[src/rtl/cmp_pkg.sv]
// Shared types and constants for the serial magnitude comparator.
package cmp_pkg;

    // Controller states
    typedef enum logic [1:0] {
        IDLE    = 2'd0,
        COMPARE = 2'd1,
        DONE    = 2'd2
    } cmp_state_e;

    // Latched comparison outcome; RES_NONE whenever no result is being presented
    typedef enum logic [1:0] {
        RES_NONE = 2'd0,
        RES_GT   = 2'd1,
        RES_EQ   = 2'd2,
        RES_LT   = 2'd3
    } cmp_res_e;

    // Width of one comparator digit
    localparam int DIGIT_W = 2;

endpackage

[src/rtl/cmp_digit_slice.sv]
// Purely combinational 2-bit unsigned comparator slice.
module cmp_digit_slice
    import cmp_pkg::*;
(
    input  logic [DIGIT_W-1:0] x,
    input  logic [DIGIT_W-1:0] y,
    output logic               gt,
    output logic               eq,
    output logic               lt
);

    assign gt = (x > y);
    assign eq = (x == y);
    assign lt = (x < y);

endmodule

[src/rtl/serial_mag_comparator.sv]
// Multi-cycle unsigned magnitude comparator: walks the operands MSB-first,
// one 2-bit digit per cycle, and stops on the first unequal digit.
module serial_mag_comparator
    import cmp_pkg::*;
#(
    parameter int WIDTH = 8
) (
    input  logic             clk,
    input  logic             rst_n,
    input  logic             start_valid,
    output logic             start_ready,
    input  logic [WIDTH-1:0] a,
    input  logic [WIDTH-1:0] b,
    output logic             res_valid,
    input  logic             res_ready,
    output logic             a_gt_b,
    output logic             a_eq_b,
    output logic             a_lt_b,
    output logic             busy
);

    localparam int NDIG  = WIDTH / 2;
    localparam int IDX_W = (NDIG > 1) ? $clog2(NDIG) : 1;
    localparam logic [IDX_W-1:0] IDX_MSB = IDX_W'(NDIG - 1);

    generate
        if ((WIDTH < 2) || ((WIDTH % 2) != 0)) begin : g_bad_width
            $error("serial_mag_comparator: WIDTH must be even and >= 2");
        end
    endgenerate

    cmp_state_e          state_q, state_d;
    cmp_res_e            res_q,   res_d;
    logic [WIDTH-1:0]    a_q,     a_d;
    logic [WIDTH-1:0]    b_q,     b_d;
    logic [IDX_W-1:0]    idx_q,   idx_d;

    logic [DIGIT_W-1:0]  dig_a_s;
    logic [DIGIT_W-1:0]  dig_b_s;
    logic                slice_gt_s;
    logic                slice_eq_s;
    logic                slice_lt_s;

    // Select the digit currently addressed by idx from both operand registers
    always_comb begin
        dig_a_s = '0;
        dig_b_s = '0;
        for (int i = 0; i < NDIG; i++) begin
            dig_a_s = (idx_q == IDX_W'(i)) ? a_q[i*DIGIT_W +: DIGIT_W] : dig_a_s;
            dig_b_s = (idx_q == IDX_W'(i)) ? b_q[i*DIGIT_W +: DIGIT_W] : dig_b_s;
        end
    end

    cmp_digit_slice u_slice (
        .x  (dig_a_s),
        .y  (dig_b_s),
        .gt (slice_gt_s),
        .eq (slice_eq_s),
        .lt (slice_lt_s)
    );

    // Next-state, operand capture, digit stepping and result latching
    always_comb begin
        state_d = state_q;
        res_d   = res_q;
        a_d     = a_q;
        b_d     = b_q;
        idx_d   = idx_q;
        case (state_q)
            IDLE: begin
                // start_ready is high in IDLE, so start_valid alone completes the handshake
                if (start_valid) begin
                    a_d     = a;
                    b_d     = b;
                    idx_d   = IDX_MSB;
                    res_d   = RES_NONE;
                    state_d = COMPARE;
                end else begin
                    state_d = IDLE;
                end
            end
            COMPARE: begin
                if (slice_gt_s) begin
                    res_d   = RES_GT;
                    state_d = DONE;
                end else if (slice_lt_s) begin
                    res_d   = RES_LT;
                    state_d = DONE;
                end else if (slice_eq_s && (idx_q == '0)) begin
                    // Last digit checked before any decrement, so idx never wraps
                    res_d   = RES_EQ;
                    state_d = DONE;
                end else begin
                    idx_d   = idx_q - IDX_W'(1);
                    state_d = COMPARE;
                end
            end
            DONE: begin
                if (res_ready) begin
                    res_d   = RES_NONE;
                    state_d = IDLE;
                end else begin
                    state_d = DONE;
                end
            end
            default: begin
                res_d   = RES_NONE;
                state_d = IDLE;
            end
        endcase
    end

    // State, operand, index and result registers with synchronous active-low reset
    always_ff @(posedge clk) begin
        if (!rst_n) begin
            state_q <= IDLE;
            res_q   <= RES_NONE;
            a_q     <= '0;
            b_q     <= '0;
            idx_q   <= '0;
        end else begin
            state_q <= state_d;
            res_q   <= res_d;
            a_q     <= a_d;
            b_q     <= b_d;
            idx_q   <= idx_d;
        end
    end

    // Handshake and status decode straight from the state register
    assign start_ready = (state_q == IDLE);
    assign res_valid   = (state_q == DONE);
    assign busy        = (state_q != IDLE);

    // Flags are qualified by DONE so they can never show outside a valid result
    assign a_gt_b = (state_q == DONE) && (res_q == RES_GT);
    assign a_eq_b = (state_q == DONE) && (res_q == RES_EQ);
    assign a_lt_b = (state_q == DONE) && (res_q == RES_LT);

endmodule

[config.mk]
export PLATFORM = sky130hd
export DESIGN_NAME = serial_mag_comparator
export DESIGN_NICKNAME = d
export VERILOG_FILES = /design/src/rtl/cmp_pkg.sv /design/src/rtl/cmp_digit_slice.sv /design/src/rtl/serial_mag_comparator.sv
export SDC_FILE = /design/constraint.sdc
export NUM_CORES = 1
export LEC_CHECK = 0
export CAP_MARGIN = 40
export CORE_UTILIZATION = 49
export CTS_CLUSTER_DIAMETER = 150
export DETAILED_ROUTE_END_ITERATION = 10
export GPL_ROUTABILITY_DRIVEN = 0
export MAX_ROUTING_LAYER = met4
export PLACE_DENSITY = 0.8
export SYNTH_ARGS = -nofsm -noshare
export SYNTH_HDL_FRONTEND = slang
export SYNTH_SLANG_ARGS = --single-unit
[constraint.sdc]
create_clock -name clk -period 2.7 [get_ports clk]
set_input_delay 0.54 -clock clk [delete_from_list [all_inputs] [get_ports clk]]
set_output_delay 0.54 -clock clk [all_outputs]
set_load 0.01 [all_outputs]
==> out/qor.yml <==
p_leak_nw: 0.561
grt-ovfl-total: 0
layout_commonest_cell: "nand2_1"
hold_viol: 0
met2_usage_pct: 35.8
ir_worst_vdd_uv: 385
holdCritPathClass: "flop to flop"
grt-busiest-layer: "met2"
antenna_found_initial: 0
crit_end: "a_eq_b"
reg2reg_slack_ns: 0.40
htreeDepth: 1
synthCells: 146
drt_wl_total_mm: 2.48
whs_ns: 0.466
cts_setup_buffers: 0
path_class: "flop to output pin"
clkTransAtPathRegs_ns: 0.12
syn_area_per_cell_sq_um: 7.96
fin_skew_ns: 0.00279
grt_pass1_vias: 985
diodes: 0
critPathSlowestCell: "clkdlybuf4s50_1"
area_growth_pct: 25.3
hpwl_mm: 1.89
initial_core_util_pct: 52.0
rows: 17
worstPathRequired_ns: 2.16
maxCapViolCount: 0
power_density_mw_per_mm2: 638
grt_pass1_wl_mm: 4.10
cp-start-kind: "flop"
clockRootBuffer: "clkbuf_4"
finalSetupViolCount: 0
slew-limit-headroom_pct: 62.7
drtIter0Drc: 15
final_area_sq_mm: 0.00146
cts_tree: "yes"
cts_resized: 0
vias_per_cell: 5.41
dieArea_sq_mm: 0.00257
max_freq_mhz: 425
dr.pass1.iters: 4
cp_cell_sequence: "and2b_1, nand2_1, nor2_1, clkdlybuf4s50_1"
synth_nets: 172
yosys_warnings: 0
timing.rr.start: "idx_q[0]"
drv_slew: 0
fp.dieW_microns: 50.7
r2r_end: "state_q[1]"
dr_total_vias: 1061
r2r_cells: 9
die_y_microns: 50.7
core_sq_mm: 0.00223
power_w: 0.000928
drc: 0
fin_crit_ns: 2.35
final_cell_mix: "nand2_1, a21oi_1, clkdlybuf4s50_1"
crit_path_start: "state_q[1]"
ys_ff_latch: 22
grt_max_degree: 20
met1_usage_pct: 26.5
cp-end-kind: "output pin"
routedWlPerCell_microns: 12.7
finalNetCount: 195
insertion_delay_ns: 0.31
postRouteAntennaNets: 0
status: "complete, no violations"
syn_area_sq_mm: 0.00116
portBuffers: 25
cp_data_arrival_time_ns: 1.81
post-route-util_pct: 65.2
finalSetupTns_ns: 0
worst_pin_slew_ns: 0.558
rsz0062_at_grt: "false"
ys_types: 37
grt_use_met3_pct: 3.64
max_stage_delay_ns: 0.55
cts.hold.buffers_added: 0
placed_cell_area_sq_mm: 0.00140
drive_above_1_share_pct: 7.74
grtUsageTotal_pct: 21.8
io_pins: 26
min_period_over_period_pct: 87.2
cts.sinks: 22
seq_area_frac_synth_pct: 37.9
cts_max_path_buffers: 2
cts_buffers: 3
path_max_fanout: 8
-- metrics by stage --
| stage | std cells | setup slack (ns) |
|---|---|---|
| finish | 196 | 0.345 |
| global route | 196 | 0.258 |
| global placement | 192 | 0.597 |
| detailed placement | 192 | 0.472 |
| floorplan | 146 | 0.635 |
| CTS | 196 | 0.354 |
-- kinds of logic after synthesis --
logic type,after synthesis,synth area share [%]
adder cells (fa/ha/maj),6,6.46
AO/OA/AOI/OAI,44,23.9
buffers and inverters,17,7.32
flip-flops,22,37.9
multiplexers,1,0.969
AND/OR/NAND/NOR,56,23.5
-- cells in the mapped netlist, drive strengths merged --
library cell	number	share of area, %
a211oi	2	1.3
a21oi	25	11
a22o	2	1.5
a22oi	2	1.3
a311oi	2	1.5
a32o	2	1.8
and2	1	0.54
and2b	1	0.65
and3	2	1.2
buf	5	3.3
clkbuf	3	1.1
clkinv	1	0.32
dfxtp	22	38
ha	6	6.5
inv	8	2.6
mux2	1	0.97
nand2	40	13
nand2b	2	1.1
nor2	2	0.65
nor2b	2	1.1
nor3	1	0.86
nor3b	2	2.3
o21a	1	0.65
o21ai	5	2.2
o2bb2ai	1	0.75
o311ai	1	0.75
o32ai	1	1.4
or2	1	0.54
or3b	2	1.7
-- how the worst min path moves through the flow --
| stage | depth (start not counted) | end | slack (ns) | from |
|---|---|---|---|---|
| 3_3_place_gp | 2 | a_q[4] | 0.45 | a_q[4] |
| 3_5_place_dp | 2 | a_q[4] | 0.45 | a_q[4] |
| 2_1_floorplan | 2 | a_q[4] | 0.44 | a_q[4] |
| 4_1_cts | 2 | b_q[3] | 0.47 | b_q[3] |
| 6_report | 2 | a_q[4] | 0.47 | a_q[4] |
| 5_1_grt | 2 | a_q[4] | 0.49 | a_q[4] |
-- worst max-delay path, delay by kind of cell (launching register included) --
family / cells / cell delay (ns)
buffers and inverters: 1 / 0.55
DFF: 1 / 0.52
and+or+nand+nor: 3 / 0.42
-- flip-flops by register name (all words and copies together), names as in the netlist --
signal and flops:
state_q 2, b_q 8, res_q 2, a_q 8
idx_q 2
-- area by class of cell --
type	count	area, sq um
Fill cell	190	777
Multi-Input combinational cell	107	637
Sequential cell	22	440
Timing Repair Buffer	26	258
Tap cell	28	35.0
Inverter	9	33.8
Clock inverter	1	30.0
Clock buffer	3	22.5
-- layer usage --
| layer | part of all wire (%) | vias to the layer above |
|---|---|---|
| li1 | - | 548 |
| met1 | 47 | 484 |
| met2 | 48 | 25 |
| met3 | 4.6 | 4 |
| met4 | 1.1 | 0 |
| met5 | 0 | - |
-- report_power, final --
group          total (W)  internal, W  leakage (nW)  switching [W]
Clock           0.000251     0.000150        0.0279       0.000101
Sequential      0.000387     0.000357         0.181      0.0000296
Combinational   0.000291     0.000137         0.352       0.000154
Total           0.000928     0.000644         0.561       0.000284
Power figures use the tool's default switching activity.
